File: config.mk
export PLATFORM = sky130hd
export DESIGN_NAME = rf_agu_banked
export DESIGN_NICKNAME = d
export VERILOG_FILES = /design/src/rtl/rf_agu_banked.sv
export SDC_FILE = /design/constraint.sdc
export NUM_CORES = 1
export LEC_CHECK = 0
export BUFFER_PORTS_ARGS = -buffer_cell sky130_fd_sc_hd__buf_4
export CAP_MARGIN = 20
export CORE_ASPECT_RATIO = 0.9
export CORE_MARGIN = 1
export CORE_UTILIZATION = 30
export CTS_CLUSTER_SIZE = 40
export DETAILED_ROUTE_END_ITERATION = 12
export GPL_TIMING_DRIVEN = 1
export PLACE_DENSITY = 0.48
export SLEW_MARGIN = 20
export SYNTH_ARGS = -nofsm -noshare
export SYNTH_HDL_FRONTEND = slang
export SYNTH_SLANG_ARGS = --single-unit
File: constraint.sdc
create_clock -name Clk -period 1.5 [get_ports Clk]
set_input_delay 0.075 -clock Clk [delete_from_list [all_inputs] [get_ports Clk]]
set_output_delay 0.075 -clock Clk [all_outputs]
set_load 0.02 [all_outputs]
File: src/rtl/rf_agu_banked.sv
// rtl/rf_agu_banked.sv - banked AGU register file, 3 read / 2 write ports with shadow bank
//
// Purpose: DEPTH x WIDTH register file with a primary and a shadow bank. A single
// swap pulse exchanges the active bank for fast interrupt context switch. Reads are
// combinational from the active bank, with optional same-cycle write forwarding.
// Two write ports; on an address clash port 2 wins and a one-cycle flag is raised.
//
// Ports:
//   Clk        in   1      clock, all state updates on rising edge
//   Rst_n      in   1      asynchronous reset, active low
//   in1, in2   in   WIDTH  write data for write ports 1 and 2
//   waddr1/2   in   AW     write addresses
//   write1/2   in   1      write enables
//   raddr1/2/3 in   AW     read addresses
//   swap       in   1      toggle the active bank at this edge
//   out1/2/3   out  WIDTH  combinational read data
//   bank       out  1      active bank (0 = primary, 1 = shadow)
//   wcollide   out  1      high for the cycle after both ports wrote the same address
module rf_agu_banked #(
    parameter int WIDTH  = 16,
    parameter int DEPTH  = 4,
    parameter int BYPASS = 1,
    localparam int AW    = ($clog2(DEPTH) > 1) ? $clog2(DEPTH) : 1
) (
    input  logic             Clk,
    input  logic             Rst_n,
    input  logic [WIDTH-1:0] in1,
    input  logic [WIDTH-1:0] in2,
    input  logic [AW-1:0]    waddr1,
    input  logic [AW-1:0]    waddr2,
    input  logic             write1,
    input  logic             write2,
    input  logic [AW-1:0]    raddr1,
    input  logic [AW-1:0]    raddr2,
    input  logic [AW-1:0]    raddr3,
    input  logic             swap,
    output logic [WIDTH-1:0] out1,
    output logic [WIDTH-1:0] out2,
    output logic [WIDTH-1:0] out3,
    output logic             bank,
    output logic             wcollide
);

    // DEPTH need not be a power of two, so addresses can exceed the last register.
    localparam logic [AW:0] DEPTH_C = (AW+1)'(DEPTH);

    logic [WIDTH-1:0] mem_q [2][DEPTH];
    logic [WIDTH-1:0] mem_d [2][DEPTH];
    logic             bank_q, bank_d;
    logic             wcollide_q, wcollide_d;

    logic             we1_ok, we2_ok;
    logic [AW-1:0]    raddr_a [3];
    logic [WIDTH-1:0] rdata_a [3];

    // Writes to addresses past the end are dropped entirely, so they can
    // neither modify storage nor take part in a collision.
    assign we1_ok = write1 && ({1'b0, waddr1} < DEPTH_C);
    assign we2_ok = write2 && ({1'b0, waddr2} < DEPTH_C);

    // Next-state: writes go to the bank active during this cycle; port 2 is
    // applied last so it overrides port 1 on a clash.
    always_comb begin
        mem_d      = mem_q;
        bank_d     = bank_q ^ swap;
        wcollide_d = we1_ok && we2_ok && (waddr1 == waddr2);
        if (we1_ok) begin
            mem_d[bank_q][waddr1] = in1;
        end
        if (we2_ok) begin
            mem_d[bank_q][waddr2] = in2;
        end
    end

    always_ff @(posedge Clk or negedge Rst_n) begin
        if (!Rst_n) begin
            for (int b = 0; b < 2; b++) begin
                for (int i = 0; i < DEPTH; i++) begin
                    mem_q[b][i] <= '0;
                end
            end
            bank_q     <= 1'b0;
            wcollide_q <= 1'b0;
        end else begin
            mem_q      <= mem_d;
            bank_q     <= bank_d;
            wcollide_q <= wcollide_d;
        end
    end

    assign raddr_a[0] = raddr1;
    assign raddr_a[1] = raddr2;
    assign raddr_a[2] = raddr3;

    // Read ports use the pre-edge bank, so a swap cycle still reads (and
    // forwards into) the old bank. Forwarding is suppressed while reset is
    // asserted because pending writes are being discarded.
    for (genvar p = 0; p < 3; p++) begin : g_rd
        always_comb begin
            rdata_a[p] = '0;
            if ({1'b0, raddr_a[p]} < DEPTH_C) begin
                rdata_a[p] = mem_q[bank_q][raddr_a[p]];
                if ((BYPASS != 0) && Rst_n) begin
                    if (we2_ok && (raddr_a[p] == waddr2)) begin
                        rdata_a[p] = in2;
                    end else if (we1_ok && (raddr_a[p] == waddr1)) begin
                        rdata_a[p] = in1;
                    end
                end
            end
        end
    end

    assign out1     = rdata_a[0];
    assign out2     = rdata_a[1];
    assign out3     = rdata_a[2];
    assign bank     = bank_q;
    assign wcollide = wcollide_q;

endmodule
* After elaboration in Yosys (flattened, before gate mapping) *
Cells that the tools add are included.

operators by class
  $add $sub $neg = 0
  $mul = 0
  div/mod/pow operators = 0
  order comparisons = 9
  eq/ne operators = 7
  shift operators = 0
  mux-type cells = 33
  bitwise logic cells = 7
  reduce and logical (&&, ||, !) cells = 11

operator list
  kind                                                                  number
  64-bit 2-to-1 mux                                                     5
  16-bit 2-to-1 mux                                                     17
  128-bit bitwise mux                                                   2
  128-bit 2-to-1 mux                                                    2
  64-bit demux with 1-bit select                                        2
  16-bit binary-select mux with 2-bit select                            3
  16-bit demux with 2-bit select                                        2
  3-bit >= comparator, second input constant                            5
  2-bit inverter with 3-bit output                                      5
  2-bit equality test                                                   7
  1-bit logical AND                                                     11
  3-bit by 1-bit < comparator with 1-bit output, second input constant  2
  2-bit >= comparator, second input constant                            1
  2-bit by 1-bit < comparator with 1-bit output, second input constant  1
  1-bit inverter with 2-bit output                                      1
  1-bit bitwise XOR                                                     1

word-level totals
  flip-flop bits (word level) = 130
  bits in latches = 0
  bits in writable memories = 0
  memory bits (read-only) = 0
  input port bits = 47
  output and inout bits = 50
  word-level logic and storage cells = 77
  memories = 0

* Depth between registers and ports, before layout *
Gate-level depths: netlist of the first run.

  depth in word-level cells = 11
  gate-level depth with buffers = 7
  depth with buffers taken out = 4

* Least setup slack after synthesis of the first run *
No wires, ideal clock.

  path kind = reg-to-output
  start point = register bank_q, in the netlist bank
  end point = output out3[10]
  arrival time = 1808 ps
  required time = 1425 ps
  setup slack = -383 ps
  stages on the path, launching flop included = 7
  path buffers = 3
  cell sequence = dfrtp_1 buf_4 buf_6 buf_4 mux2i_1 a221o_1 o221ai_1

on the way
  word-level cells in the longest chain between the ends = 10

RTL lines
  item                                                      line  source
  from (decl)                                               49    logic bank_q, bank_d;
  from (signal assigned)                                    86    bank_q <= bank_d;
  1-bit inverter with 2-bit output (implied by the code) *  102   rdata_a[p] = mem_q[bank_q][raddr_a[p]];
  64-bit 2-to-1 mux (implied by the code) * (3 in a row)    102
  16-bit binary-select mux with 2-bit select *              102
  16-bit 2-to-1 mux (implied by the code) * (2 in a row)    102
  16-bit 2-to-1 mux                                         106   end else if (we1_ok && (raddr_a[p] == waddr1)) begin
  16-bit 2-to-1 mux                                         104   if (we2_ok && (raddr_a[p] == waddr2)) begin
  16-bit 2-to-1 mux *                                       103   if ((BYPASS != 0) && Rst_n) begin
  to (decl)                                                 39    output logic [WIDTH-1:0] out3,

Every way passes the cells marked *; elsewhere a longest branch is shown, timed or not. The select of a mux whose other input is x is not followed.

* Worst setup path after layout of the first run *
  start point = register bank_q, in the netlist bank
  end point = output out2[5]

on the way
  word-level cells in the longest chain between the ends = 10

RTL lines
  item                                                      line  source
  1-bit inverter with 2-bit output (implied by the code) *  102
  64-bit 2-to-1 mux (implied by the code) * (3 in a row)    102
  16-bit binary-select mux with 2-bit select *              102
  16-bit 2-to-1 mux (implied by the code) * (2 in a row)    102
  16-bit 2-to-1 mux                                         106
  16-bit 2-to-1 mux                                         104
  16-bit 2-to-1 mux *                                       103
  to (decl)                                                 38    output logic [WIDTH-1:0] out2,

Marked as above.

==> impl_metrics.py, run 1 <==
metrics = {
    "synth": {
        "synth_fp_nets": 1028,
        "synth_top_area_share_pct": 35.7,
        "yosysUniqueCellTypes": 33,
        "ys_seq_elements": 130,
        "synth_area_leaders": "dfrtp_1 (36%), mux2i_1 (18%), a221o_1 (5.3%)",
        "synth_edf_count": 0,
        "async_flop_share_pct": 100,
        "synth-seq-area-share_pct": 35.7,
        "syn_area_mm2": 0.00912,
        "yosysTopAreaCell": "dfrtp_1",
        "avgSynthCellArea_um2": 9.30,
        "yosysWarnings": 0,
        "ys.flop_type": "dfrtp_1",
        "synth_cells": 981,
    },
    "clock_tree": {
        "clock_path_buffers": 2,
        "h-tree-depth": 4,
        "cts_tree": "built",
        "clkTransAtPathRegs_ns": 0.06,
        "insertion_delay_ns": 0.43,
        "root_buffer": "clkbuf_16",
        "cts_buffers": 17,
        "clock_sinks": 130,
    },
    "global_routing": {
        "grt_max_degree": 53,
        "track_usage_pct": 26.1,
        "first_global_vias": 8251,
        "grt_pass1_wl_mm": 58.5,
        "antenna_found_initial": 0,
        "grt_overflow": 0,
    },
    "timing": {
        "rsz0062_at_grt": "true",
        "finClkSkew_ns": 0.00699,
        "timing_hold_violations_final": 0,
        "slew_headroom_pct": 38.5,
        "setup_slack_ns": -0.833,
        "worstMarginPinSlew_ns": 0.919,
        "period_minus_slack_ns": 2.33,
        "slew_violations": 0,
        "tns_ns": -58.75,
        "fin_crit_sh_pct": 156,
        "setup_viol": 177,
        "fmax_ghz": 0.429,
    },
    "drt": {
        "wire_per_inst_um": 26.7,
        "first_pass_iters": 5,
        "postRouteAntennaNets": 0,
        "drt-vias-per-instance": 5.78,
        "drtIter0Drc": 929,
        "num_vias": 8665,
        "drt-total-wl_mm": 40.0,
        "drc": 0,
    },
    "pwr": {
        "p_total_w": 0.0244,
        "leakage_nw": 5.33,
        "irDropWorstVdd_v": 0.000646,
        "p_per_area_mw_per_mm2": 1890,
    },
    "critical_path": {
        "critPathLaunchType": "flop",
        "endpoint_kind": "output pin",
        "worstRegToRegCells": 7,
        "crit_path_max_fanout": 21,
        "worst-setup-path-type": "reg -> out",
        "cp.required_ns": 1.42,
        "cp.arrival_ns": 2.26,
    },
    "flow_run": {
        "cap_violations": 0,
    },
    "finish": {
        "fillCellCount": 2937,
        "design_area_mm2": 0.0129,
        "area_growth_pct": 41.9,
        "nNetsFinal": 1129,
        "final_layout_size_suffix_gt1_share_pct": 30.8,
    },
    "floorplan": {
        "initial_core_util_pct": 30.5,
        "die-area_mm2": 0.0311,
        "top_level_ports": 97,
        "die_h_um": 167,
        "core_area_mm2": 0.0299,
        "rows": 60,
        "die_w_um": 186,
    },
    "outcome": {
        "violations": "setup timing",
        "status": "finished, violations left",
    },
    "placement": {
        "dpl.hpwl_mm": 26.9,
        "gp_congestion": 0.834,
        "io_buffer_count": 96,
        "place_area_mm2": 0.0117,
    },
    "hold_path": {
        "min_path_cells": 3,
        "hp-class": "in -> reg",
    },
}
-- kinds of logic (layout without fill, tap and decap cells) --
group / after synthesis / after routing / share of synthesized area (%)
mux: 192 / 192 / 21.5
xor+xnor: 15 / 15 / 1.44
flops: 130 / 130 / 35.7
simple gates: 244 / 244 / 13.1
compound gates: 275 / 275 / 21.2
buf+inv: 125 / 238 / 7.07
other cells: 0 / 1 / 0
-- registers in the layout, indices dropped and copies added, names as in the netlist --
name,count
bank,1
mem_q,128
wcollide,1
-- power by group --
group / total (W) / leakage [nW] / switching [W] / internal, W
Combinational: 0.0139 / 3.52 / 0.00703 / 0.00686
Clock: 0.00420 / 0.275 / 0.00166 / 0.00254
Sequential: 0.00631 / 1.53 / 0.00106 / 0.00525
-- through the flow --
step / hold WS, ns / util [%] / instances / worst slack (ns)
finish: 0.0480 / 43.3 / 1498 / -0.833
global route: 0.0511 / 43.3 / 1497 / -0.892
CTS: 0.0288 / 42.5 / 1492 / -0.812
detailed placement: 0.122 / 39.1 / 1440 / -0.362
global placement: 0.131 / 39.1 / 1440 / -0.352
floorplan: -0.221 / - / 981 / -0.191
-- final timing paths --
kind                                     start  slack [ns]                   end
setup / recovery                bank$_DFF_PN0_       -0.83               out2[5]
hold / removal                         in1[10]        0.05   mem_q[90]$_DFF_PN0_
setup reg to reg                bank$_DFF_PN0_       -0.33   mem_q[97]$_DFF_PN0_
hold reg to reg            mem_q[91]$_DFF_PN0_        0.55   mem_q[91]$_DFF_PN0_
max in group asynchronous                Rst_n        0.08   mem_q[91]$_DFF_PN0_
min in group asynchronous                Rst_n        0.07  mem_q[113]$_DFF_PN0_
-- synthesized netlist by cell type (16+ instances only) --
cell type  count
a221o_1       48
clkbuf_1      68
o21ai_0       22
mux2i_1      160
o21ai_1       42
o22ai_1       48
a21oi_1       64
dfrtp_1      130
nand4_1       49
buf_4         16
nor2_1        67
mux2_2        32
nand2_1       86
o221ai_1      38
-- placed cells by master (no fill, tap or decap), types with 40 or more instances in the layout --
cell / instances
o21ai_1: 42
nand2_1: 86
buf_12: 40
mux2i_1: 156
o221ai_4: 47
nand4_1: 49
a221o_1: 48
a21oi_1: 64
dfrtp_1: 129
buf_4: 98
buf_6: 50
nor2_1: 67
-- layer usage --
metal / vias to the layer above / GRT usage (%) / share of wire [%]
met3: 53 / 4.28 / 6.4
met4: 0 / 6.74 / 2.3
met1: 4305 / 39.0 / 47
li1: 3920 / - / -
met5: - / 0 / 0
met2: 387 / 38.3 / 44
-- worst max-delay path, stage by stage (launching register included) --
cell and delay, ns:
dfrtp_4 0.53, buf_12 0.23, mux2_4 0.34, o22ai_1 0.19, a221o_1 0.19, o221ai_4 0.15, buf_6 0.19
-- cell type report --
| type | instances | area, um2 | share of cell area, % |
|---|---|---|---|
| multi-input cells | 726 | 6270 | 48.5 |
| flip-flops and latches | 130 | 3260 | 25.2 |
| repair buffers | 207 | 2320 | 17.9 |
| well taps | 403 | 504 | 3.90 |
| clock buffers | 20 | 457 | 3.53 |
| clock inverters | 11 | 130 | 1.01 |
| diodes | 1 | 2.50 | 0.0193 |
-- what timing repair did --
| item | CTS | global route |
|---|---|---|
| gates cloned | 1 | 2 |
| pin swaps | 2 | 3 |
| endpoints found under the setup margin | 161 | 196 |
| buffers inserted | 2 | 4 |
| resized for setup | 55 | 39 |
| hold buffers | 18 | 0 |
| hold endpoints to repair | 164 | 0 |
No activity file was read; power rests on OpenSTA's default activity.
==> run 2: changes to the inputs <==
--- a/config.mk
+++ b/config.mk
@@ -9,11 +9,12 @@
 export CAP_MARGIN = 20
 export CORE_ASPECT_RATIO = 0.9
 export CORE_MARGIN = 1
-export CORE_UTILIZATION = 30
+export CORE_UTILIZATION = 40
+export CTS_BUF_LIST = sky130_fd_sc_hd__clkbuf_8
 export CTS_CLUSTER_SIZE = 40
 export DETAILED_ROUTE_END_ITERATION = 12
 export GPL_TIMING_DRIVEN = 1
-export PLACE_DENSITY = 0.48
+export PLACE_DENSITY = 0.6
 export SLEW_MARGIN = 20
 export SYNTH_ARGS = -nofsm -noshare
 export SYNTH_HDL_FRONTEND = slang
==> impl_metrics.py, run 2 (synthesized netlist as in run 1, its figures left out) <==
metrics = {
    "timing": {
        "setup_viol": 177,
        "slew_violations": 0,
        "slew_headroom_pct": 51.2,
        "rsz0062_at_grt": "true",
        "worstMarginPinSlew_ns": 0.729,
        "period_minus_slack_ns": 2.39,
        "fmax_ghz": 0.418,
        "fin_crit_sh_pct": 159,
        "tns_ns": -92.62,
        "finClkSkew_ns": 0.0154,
        "timing_hold_violations_final": 0,
        "setup_slack_ns": -0.891,
    },
    "finish": {
        "fillCellCount": 1887,
        "diodes": 0,
        "finalNonFillerCells": 1419,
        "final_layout_size_suffix_gt1_share_pct": 32.5,
        "largest_reg_flops": 128,
        "largest-register": "mem_q",
        "final_common_cell": "mux2i_1",
        "final_cell_mix": "mux2i_1 (150), dfrtp_1 (129), buf_4 (92)",
        "design_area_mm2": 0.0131,
        "area_growth_pct": 44.2,
        "nNetsFinal": 1157,
    },
    "critical_path": {
        "endpoint_kind": "output pin",
        "cp.arrival_ns": 2.32,
        "crit_chain": "buf_12 > buf_12 > mux2i_1 > a221o_1 > o221ai_4 > buf_6",
        "reg2reg_from": "bank$_DFF_PN0_",
        "max_stage_delay_ns": 0.52,
        "r2r_slack_ns": -0.49,
        "slowest_stage": "dfrtp_4",
        "worst-setup-path-type": "reg -> out",
        "worstRegToRegCells": 9,
        "cp.required_ns": 1.42,
        "cp_common_cell": "buf_12",
        "r2r-end": "mem_q[93]$_DFF_PN0_",
        "crit_start": "bank$_DFF_PN0_",
        "critPathLaunchType": "flop",
        "endpoint": "out1[4]",
        "crit_path_max_fanout": 8,
    },
    "placement": {
        "pre_cts_slack_ns": -0.425,
        "io_buffer_count": 96,
        "dpl.hpwl_mm": 24.8,
        "dp_cells": 1333,
        "gp_congestion": 0.894,
        "place_area_mm2": 0.0116,
    },
    "pwr": {
        "leakage_nw": 5.46,
        "p_total_w": 0.0238,
        "irDropWorstVdd_v": 0.000781,
        "p_per_area_mw_per_mm2": 1810,
    },
    "drt": {
        "drt-total-wl_mm": 39.0,
        "drt-vias-per-instance": 6.32,
        "first_pass_iters": 8,
        "postRouteAntennaNets": 0,
        "drc": 0,
        "drtIter0Drc": 1098,
        "wire_per_inst_um": 27.5,
        "num_vias": 8969,
    },
    "clock_tree": {
        "clkTransAtPathRegs_ns": 0.09,
        "cts_buffers": 17,
        "cts_tree": "built",
        "insertion_delay_ns": 0.47,
        "h-tree-depth": 4,
        "clock_path_buffers": 2,
        "root_buffer": "clkbuf_8",
        "clock_sinks": 130,
    },
    "floorplan": {
        "top_level_ports": 97,
        "initial_core_util_pct": 40.6,
        "die_h_um": 145,
        "core_area_mm2": 0.0224,
        "die-area_mm2": 0.0234,
        "die_w_um": 161,
        "rows": 52,
    },
    "outcome": {
        "violations": "setup timing",
        "status": "finished, violations left",
    },
    "global_routing": {
        "antenna_found_initial": 1,
        "grt_pass1_wl_mm": 56.9,
        "first_global_vias": 8584,
        "track_usage_pct": 33.2,
        "grt_max_degree": 48,
        "grt_overflow": 0,
    },
    "flow_run": {
        "cap_violations": 0,
    },
    "hold_path": {
        "hp-class": "in -> reg",
    },
}
run 2: cell types whose count changed in the layout (fill, tap and decap cells not counted), sizes merged:
cell         delta
diode           -1
bufinv          -2
inv             +1
dlygate4sd3    +12
buf            +14
clkinv          +3
run 2: final cells by class:
type                            instances  area [um2]  area share, %
Clock buffer                           18         248           1.88
Clock inverter                         13        88.8          0.676
Multi-Input combinational cell        726        6360           48.3
Sequential cell                       130        3260           24.8
Tap cell                              297         372           2.83
Timing Repair Buffer                  235        2830           21.5
run 2: layer usage:
| layer | global-route usage (%) | wire length (um) |
|---|---|---|
| met5 | 0 | 11 |
| met4 | 13.6 | 1660 |
| met3 | 6.55 | 3670 |
| met2 | 48.5 | 16700 |
| met1 | 47.7 | 17000 |
run 2: worst max-delay path, delay by kind of cell, from the launching register on:
family,cells,cell delay [ns]
DFF,1,0.52
muxes,1,0.20
buffers and inverters,3,0.46
AOI/OAI and AO/OA,2,0.64
run 2: timing repair:
item,CTS,global route
buffers inserted,10,6
setup endpoints to repair,176,177
hold buffers,29,0
pin swaps,38,23
hold endpoints to repair,202,0
resized for setup,117,37
gates cloned,6,4
run 2: worst min-delay path by stage:
stage                        from                   to  slack (ns)  depth (start not counted)
final                     in1[15]  mem_q[79]$_DFF_PN0_        0.02                          3
after global routing      in1[13]  mem_q[77]$_DFF_PN0_       0.005                          3
after CTS                 in1[15]  mem_q[79]$_DFF_PN0_       0.001                          3
after detailed placement    Rst_n  mem_q[93]$_DFF_PN0_       -0.06                          1
after global placement      Rst_n  mem_q[93]$_DFF_PN0_       -0.06                          1
after floorplan             Rst_n       bank$_DFF_PN0_       -0.22                          0
run 2: through the flow:
stage | util, % | hold WS (ns)
CTS | 57.1 | 0.00111
floorplan | - | -0.221
finish | 58.6 | 0.0184
global placement | 51.6 | -0.0623
global route | 58.6 | 0.00464
detailed placement | 51.6 | -0.0586
run 2: power by group:
part,leakage (nW),switching (W),internal (W)
clock network,0.168,0.00155,0.00117
logic,3.76,0.00731,0.00744
registers,1.53,0.00104,0.00524
total,5.46,0.00990,0.0139
